==> config.mk <==
export PLATFORM = sky130hd
export DESIGN_NAME = seq_mult
export DESIGN_NICKNAME = d
export VERILOG_FILES = /design/src/rtl/seq_mult_pkg.sv /design/src/rtl/seq_mult_dp.sv /design/src/rtl/seq_mult.sv
export SDC_FILE = /design/constraint.sdc
export NUM_CORES = 1
export LEC_CHECK = 0
export ABC_AREA = 1
export ABC_CLOCK_PERIOD_IN_PS = 1950
export CAP_MARGIN = 10
export CORE_MARGIN = 5
export CORE_UTILIZATION = 51
export CTS_CLUSTER_DIAMETER = 200
export DETAILED_ROUTE_END_ITERATION = 6
export PLACE_DENSITY = 0.86
export SYNTH_ARGS = -nofsm -noshare
export SYNTH_HDL_FRONTEND = slang
export SYNTH_HIERARCHICAL = 1
export SYNTH_SLANG_ARGS = --single-unit
export TNS_END_PERCENT = 100
==> constraint.sdc <==
create_clock -name clk -period 1.95 [get_ports clk]
set_input_delay 0.39 -clock clk [delete_from_list [all_inputs] [get_ports clk]]
set_output_delay 0.39 -clock clk [all_outputs]
set_load 0.01 [all_outputs]
==> src/rtl/seq_mult_pkg.sv <==
// seq_mult_pkg: shared state encoding and sizing helper for the sequential
// shift-add multiplier (seq_mult / seq_mult_dp).
package seq_mult_pkg;

  typedef enum logic {
    IDLE = 1'b0,
    RUN  = 1'b1
  } state_t;

  // Ceiling log2; clog2(1) = 0. Used to size the iteration counter.
  function automatic int clog2(input int val);
    int res;
    int rem;
    res = 0;
    rem = val - 1;
    while (rem > 0) begin
      res++;
      rem = rem >> 1;
    end
    return res;
  endfunction

endpackage

==> src/rtl/seq_mult_dp.sv <==
// seq_mult_dp: datapath of the shift-add multiplier. Holds the multiplicand
// and multiplier shift registers, the accumulator and the product register.
// Optional macro SEQ_MULT_SIGNED_EN: two's complement operands; the final
// (sign-bit) iteration subtracts instead of adding.
module seq_mult_dp
  import seq_mult_pkg::*;
#(
  parameter int A_W = 8,
  parameter int B_W = 4,
  parameter int P_W = A_W + B_W
) (
  input  logic           clk,
  input  logic           rst,
  input  logic           load,
  input  logic           step,
  input  logic           finish,
  input  logic [A_W-1:0] a,
  input  logic [B_W-1:0] b,
  output logic [P_W-1:0] product
);

  logic [P_W-1:0] mcand;
  logic [B_W-1:0] mplier;
  logic [P_W-1:0] acc;
  logic [P_W-1:0] addend;
  logic [P_W-1:0] acc_next;
  logic [P_W-1:0] a_ext;

  // Operand extension and next accumulator value for the current bit
  always_comb begin
    addend = mplier[0] ? mcand : '0;
`ifdef SEQ_MULT_SIGNED_EN
    a_ext    = {{B_W{a[A_W-1]}}, a};
    // The multiplier's top bit carries negative weight, so it subtracts.
    acc_next = finish ? (acc - addend) : (acc + addend);
`else
    a_ext    = {{B_W{1'b0}}, a};
    acc_next = acc + addend;
`endif
  end

  // Capture operands on load, retire one multiplier bit per step
  always_ff @(posedge clk) begin
    if (rst) begin
      mcand   <= '0;
      mplier  <= '0;
      acc     <= '0;
      product <= '0;
    end else if (load) begin
      mcand  <= a_ext;
      mplier <= b;
      acc    <= '0;
    end else if (step) begin
      acc    <= acc_next;
      mcand  <= mcand << 1;
      mplier <= mplier >> 1;
      if (finish) begin
        product <= acc_next;
      end
    end
  end

endmodule

==> src/rtl/seq_mult.sv <==
// seq_mult: parametrised sequential shift-add multiplier, one multiplier bit
// per clock, B_W cycles from accepted start to done.
// Optional macro SEQ_MULT_SIGNED_EN: signed (two's complement) operands.
module seq_mult
  import seq_mult_pkg::*;
#(
  parameter int A_W = 8,
  parameter int B_W = 4,
  localparam int P_W = A_W + B_W
) (
  input  logic           clk,
  input  logic           rst,
  input  logic           start,
  input  logic [A_W-1:0] a,
  input  logic [B_W-1:0] b,
  output logic           busy,
  output logic           done,
  output logic [P_W-1:0] product
);

  localparam int CNT_W = clog2(B_W) + 1;

  state_t           state;
  logic [CNT_W-1:0] cnt;
  logic             last;
  logic             load;
  logic             step;
  logic             finish;

  // Datapath strobes decoded from the current state and counter
  always_comb begin
    last   = (cnt == CNT_W'(B_W - 1));
    load   = (state == IDLE) && start;
    step   = (state == RUN);
    finish = step && last;
  end

  // Sequencing FSM with registered busy/done
  always_ff @(posedge clk) begin
    if (rst) begin
      state <= IDLE;
      cnt   <= '0;
      busy  <= 1'b0;
      done  <= 1'b0;
    end else begin
      done <= 1'b0;
      case (state)
        IDLE: begin
          if (start) begin
            state <= RUN;
            cnt   <= '0;
            busy  <= 1'b1;
          end
        end
        RUN: begin
          cnt <= cnt + CNT_W'(1);
          if (last) begin
            state <= IDLE;
            busy  <= 1'b0;
            done  <= 1'b1;
          end
        end
        default: state <= IDLE;
      endcase
    end
  end

  seq_mult_dp #(
    .A_W(A_W),
    .B_W(B_W),
    .P_W(P_W)
  ) u_dp (
    .clk    (clk),
    .rst    (rst),
    .load   (load),
    .step   (step),
    .finish (finish),
    .a      (a),
    .b      (b),
    .product(product)
  );

endmodule

==> results of run 1 <==
==> sequential cells by signal, summed over array words and instances, names as in the netlist <==
signal and cells:
busy 1, cnt 3, done 1, state 1
u_dp/acc 12, u_dp/mcand 12, u_dp/mplier 4, u_dp/product 12
==> area by class of cell <==
cell class              instances  area, um^2
well taps                      70        87.6
multi-input cells             264        1360
clock buffers                   5        68.8
inverters                      78         295
fillers                       479        1910
flip-flops and latches         46         925
repair buffers                 41         390
clock inverters                 2        10.0
==> Yosys cell counts, types with 2 or more instances <==
cell type / count / share of area [%]
nand2_1: 123 / 18
inv_1: 75 / 11
dfxtp_1: 46 / 35
nor2_1: 33 / 4.7
nand3_1: 29 / 5.6
a21oi_1: 19 / 3.6
ha_1: 14 / 6.7
o21ai_0: 13 / 2.5
o21a_1: 7 / 2.0
buf_2: 4 / 0.77
a21o_1: 3 / 0.86
clkbuf_1: 3 / 0.43
nand4_1: 3 / 0.72
xor2_1: 3 / 1.0
buf_4: 2 / 0.57
nor2_2: 2 / 0.48
o21ai_1: 2 / 0.38
o21bai_1: 2 / 0.57
xnor2_1: 2 / 0.67
==> timing repair <==
item,4_1_cts,5_1_grt
setup endpoints to repair,0,20
setup buffers,0,0
hold endpoints to repair,0,0
resized for setup,0,7
==> layer usage <==
metal | track usage (%) | part of all wire (%) | vias up
met2 | 34.1 | 49 | 50
met5 | 0 | 0 | -
li1 | - | - | 1287
met4 | 7.26 | 2.1 | 0
met1 | 22.0 | 45 | 1112
met3 | 4.61 | 4.5 | 14
==> cells by family after synthesis <==
| logic type | Yosys count | synth area share [%] |
|---|---|---|
| multiplexers | 1 | 0.383 |
| AO/OA/AOI/OAI | 49 | 10.9 |
| adder cells (fa/ha/maj) | 15 | 7.47 |
| flip-flops | 46 | 35.3 |
| buffers and inverters | 88 | 13.5 |
| XOR/XNOR | 5 | 1.68 |
| AND/OR/NAND/NOR | 194 | 30.8 |
==> tightest hold or removal path, delay by kind of cell (launching register included) <==
| kind | cells | cell delay, ps |
|---|---|---|
| AND/OR/NAND/NOR | 1 | 60 |
| flip-flops | 1 | 320 |
| AO/OA/AOI/OAI | 1 | 50 |
==> per-stage QoR <==
step	util, %	hold WS, ps
4_1_cts	61.7	469
5_1_grt	62.1	478
6_report	62.1	467
2_1_floorplan	-	433
3_3_place_gp	60.1	450
3_5_place_dp	60.1	457
==> power groups by stage <==
stage / clock network (mW) / logic (mW) / registers [mW]
2_1_floorplan: 0 / 0.155 / 1.01
3_3_place_gp: 0 / 0.239 / 1.01
3_5_place_dp: 0 / 0.245 / 1.02
4_1_cts: 0.571 / 0.246 / 0.994
5_1_grt: 0.615 / 0.280 / 0.998
6_report: 0.556 / 0.248 / 0.994
==> worst paths after layout <==
kind | start | end | cells after the start
setup / recovery | u_dp/mplier[0]$_SDFFE_PP0P_ | u_dp/product[8]$_SDFFE_PP0P_ | 11
hold / removal | cnt[1]$_SDFFE_PP0P_ | cnt[1]$_SDFFE_PP0P_ | 2
hold reg to reg | cnt[1]$_SDFFE_PP0P_ | cnt[1]$_SDFFE_PP0P_ | 2
setup reg to reg | u_dp/mplier[0]$_SDFFE_PP0P_ | u_dp/product[8]$_SDFFE_PP0P_ | 11
==> flow_summary.ini, run 1 <==
[status]
outcome = finished, final reports clean

[die]
start_util_pct = 51.8
core_area_um2 = 5040
die_w_um = 81.6
io_pins = 29
die-area_um2 = 6650
die_y_um = 81.6
rows = 26

[timing]
fmax_mhz = 555
setup_viol = 0
period_needed_ps = 1800
skew_ps = 7.06
tightest_slew_ps = 386
worst_slew_margin_rel_pct = 74.3
final_max_slew_viol_count = 0
final.setup.tns_ps = 0
period_share_pct = 92.4
setup_slack_ps = 147
final-hold-violation-count = 0

[drt]
drc = 0
vias = 2463
avgRoutedWirePerCell_um = 11.4
drtAntennaViolNets = 0
dr.pass1.iters = 4
drt_wl_total_mm = 5.77
viasPerCell = 4.87
drt-initial-drc-count = 88

[pwr]
pwr-share-comb_pct = 13.8
power_density_nw_per_um2 = 574
seqPwrFrac_pct = 55.3
switching_share_pct = 26.7
p_switching_mw = 0.480
clockPowerShare_pct = 30.9
vdd_drop_max_uv = 504
p_leak_nw = 1.69
internal_power_mw = 1.32
p_total_mw = 1.80

[hold_path]
hold_path_class = reg -> reg

[layout]
final_nets = 466
syn_to_final_growth_pct = 20.0
antenna_cells = 0
finalNonFillerCells = 506
final_common_cell = nand2_1
postLayoutCellArea_um2 = 3130
layout_common_cells = nand2_1, inv_1, dfxtp_1
drive_gt1_share_pct = 7.80

[synthesis]
synth_area_um2 = 2610
ys_seq_elements = 46
postSynthCellCount = 398
synth_fp_nets = 428
synth_cell_types = 32
synthArstFlopShare_pct = 0
yosys_warnings = 6
syn_avg_cell_area_um2 = 6.56
ys.flop_type = dfxtp_1
yosysSeqAreaShare_pct = 35.3
synth_edf_count = 0

[worst_setup_path]
cp.arrival_ps = 2010
worst_setup_path_start_kind = flip-flop
critical_path_class = reg -> reg
cp_cell_sequence = nand2_1 > inv_1 > ha_1 > fa_2 > nand2_1 > nand3_2 > nand3_1 > a21o_1 > nand3_1 > nand2_1 > inv_1
slowest_stage = dfxtp_4
cp_common_cell = nand2_1
cp_max_fo = 10
crit_buf_inv = 2
required_ps = 2160
r2r_setup_slack_ps = 150
crit_family = adder cells
max_stage_delay_ps = 390
endpoint_kind = flip-flop

[global_route]
grt_pass1_vias = 2353
grt_usage_pct = 19.1
antenna_found_initial = 0
grt_remaining_overflow = 0
grt_pass1_wl_mm = 10.0
grt_max_degree = 25

[clock_tree]
path_clk_slew_ps = 80
cts_tree = done
clock-sinks = 46
holdBufCountCts = 0
insertion_delay_ps = 300
cts_buffers = 5
cts_buffer_depth = 2
htreeDepth = 2
ctsRootBufferMaster = clkbuf_8

[placed_design]
io_buffers = 28
finalWeightedCongestion = 0.905
placed_cells = 499
placed_area_um2 = 3030
pre_cts_ws_ps = 40.6
dp_hpwl_mm = 4.39

[run]
cap_violations = 0
No activity file was read; power rests on OpenSTA's default activity.
==> inputs of run 2 (changes only) <==
Settings changed: CORE_MARGIN 5 to 4.
==> run 2 against run 1 <==
  * Clock power grew 12%
  * Count of clock-buffer cells in the layout grew 1
  * Non-clock buffer count grew 1
  * Cell area up 1.6%
  * Routed wire length is 4.6% higher
  * First-iteration DRC count up 77%
  * Clock skew decreased by 0.82 ps
  * Sequential cell count unchanged
  * Global-route usage increased by 0.88 points
  * Utilization is 3.5 points higher
  * Critical path depth unchanged
  * Critical path type unchanged
==> flow_summary.ini, run 2 (same netlist as run 1, synthesis figures left out) <==
[die]
start_util_pct = 53.9
die_w_um = 79.6
die_y_um = 79.6
core_area_um2 = 4850
die-area_um2 = 6330
rows = 25
io_pins = 29

[pwr]
power_density_nw_per_um2 = 587
internal_power_mw = 1.36
clockPowerShare_pct = 33.3
p_switching_mw = 0.504
seqPwrFrac_pct = 53.3
vdd_drop_max_uv = 509
switching_share_pct = 27.0
pwr-share-comb_pct = 13.4
p_leak_nw = 1.70

[drt]
dr.pass1.iters = 4
drt-initial-drc-count = 156
avgRoutedWirePerCell_um = 12.0
vias = 2514
drt_wl_total_mm = 6.04
drtAntennaViolNets = 0
viasPerCell = 4.98
drc = 0

[timing]
fmax_mhz = 544
period_needed_ps = 1840
setup_viol = 0
final_max_slew_viol_count = 0
setup_slack_ps = 112
skew_ps = 6.24
final.setup.tns_ps = 0
period_share_pct = 94.3
final-hold-violation-count = 0
worst_slew_margin_rel_pct = 75.3
tightest_slew_ps = 371
hold_ws_ps = 464

[worst_setup_path]
worstSetupStartpoint = u_dp/mplier[0]$_SDFFE_PP0P_
r2r_setup_slack_ps = 110
worst_setup_path_start_kind = flip-flop
worst_r2r_path_depth = 11
crit_end = u_dp/acc[6]$_SDFFE_PP0P_
cp.arrival_ps = 2050
endpoint_kind = flip-flop
reg2reg_to = u_dp/acc[6]$_SDFFE_PP0P_
r2r-start = u_dp/mplier[0]$_SDFFE_PP0P_
required_ps = 2160
critical_path_class = reg -> reg
cp_max_fo = 9

[placed_design]
pre_cts_ws_ps = -8.58
placed_area_um2 = 3040
dp_hpwl_mm = 4.41
finalWeightedCongestion = 0.910
io_buffers = 28

[layout]
antenna_cells = 0
drive_gt1_share_pct = 9.13
layout_common_cells = nand2_1, inv_1, dfxtp_1
final_nets = 467
fillers = 430
postLayoutCellArea_um2 = 3180
syn_to_final_growth_pct = 21.8
reg_top3 = u_dp/acc: 12 flops, u_dp/mcand: 12 flops, u_dp/product: 12 flops
final_common_cell = nand2_1

[status]
outcome = finished, final reports clean

[clock_tree]
insertion_delay_ps = 310
cts_tree = done
cts_buffer_depth = 2
htreeDepth = 2
ctsRootBufferMaster = clkbuf_8
holdBufCountCts = 0
cts.repair.resized = 1
path_clk_slew_ps = 90
clock-sinks = 46
cts_buffers = 5
cts_setup_buffers = 0

[global_route]
antenna_found_initial = 0
grt_max_degree = 25
grt_usage_pct = 20.0
grt_pass1_wl_mm = 10.0
grt_remaining_overflow = 0
grt_pass1_vias = 2425

[hold_path]
hold_path_class = reg -> reg

[run]
cap_violations = 0
## run 2: layout make-up
class | count | area (um^2) | area share [%]
Multi-Input combinational cell | 264 | 1390 | 43.5
Sequential cell | 46 | 925 | 29.1
Timing Repair Buffer | 42 | 398 | 12.5
Inverter | 78 | 295 | 9.28
Tap cell | 67 | 83.8 | 2.63
Clock buffer | 6 | 82.6 | 2.60
Clock inverter | 2 | 12.5 | 0.393
## run 2: routing by layer
metal,track usage [%],part of all wire (%),vias to the layer above
li1,-,-,1293
met3,5.30,4.5,20
met5,0,0,-
met4,10.5,3.1,0
met2,35.1,49,63
met1,21.9,43,1138
## run 2: worst max-delay path, stage by stage (launching register included)
cell and delay (ps):
dfxtp_4 380, nand2_1 80, inv_1 40, ha_1 210, fa_2 360, nand2_1 90
nand3_2 100, nand3_2 100, a21o_1 180, nand3_1 90, nand2_1 70, inv_1 30
## run 2: how the worst min path moves through the flow
stage	startpoint	endpoint	slack, ps	depth (start not counted)
final	u_dp/mplier[3]$_SDFFE_PP0P_	u_dp/mplier[3]$_SDFFE_PP0P_	460	2
after detailed placement	u_dp/mplier[3]$_SDFFE_PP0P_	u_dp/mplier[3]$_SDFFE_PP0P_	460	2
after floorplan	cnt[2]$_SDFFE_PP0P_	cnt[2]$_SDFFE_PP0P_	430	2
after global routing	u_dp/product[0]$_SDFFE_PP0P_	u_dp/product[0]$_SDFFE_PP0P_	490	2
after CTS	u_dp/mplier[3]$_SDFFE_PP0P_	u_dp/mplier[3]$_SDFFE_PP0P_	470	2
after global placement	cnt[2]$_SDFFE_PP0P_	cnt[2]$_SDFFE_PP0P_	450	2
## run 2: power by group through the flow
stage	sequential (mW)	clock, mW	combinational [mW]
floorplan	1.01	0	0.155
global placement	1.01	0	0.235
detailed placement	1.02	0	0.243
CTS	0.995	0.635	0.245
global route	1.00	0.678	0.279
finish	0.995	0.622	0.251
## run 2: metrics by stage
step | instances | utilization, % | power, mW
floorplan | 398 | - | 1.17
global placement | 497 | 62.6 | 1.25
detailed placement | 497 | 62.6 | 1.26
CTS | 505 | 64.6 | 1.88
global route | 505 | 65.6 | 1.96
finish | 505 | 65.6 | 1.87
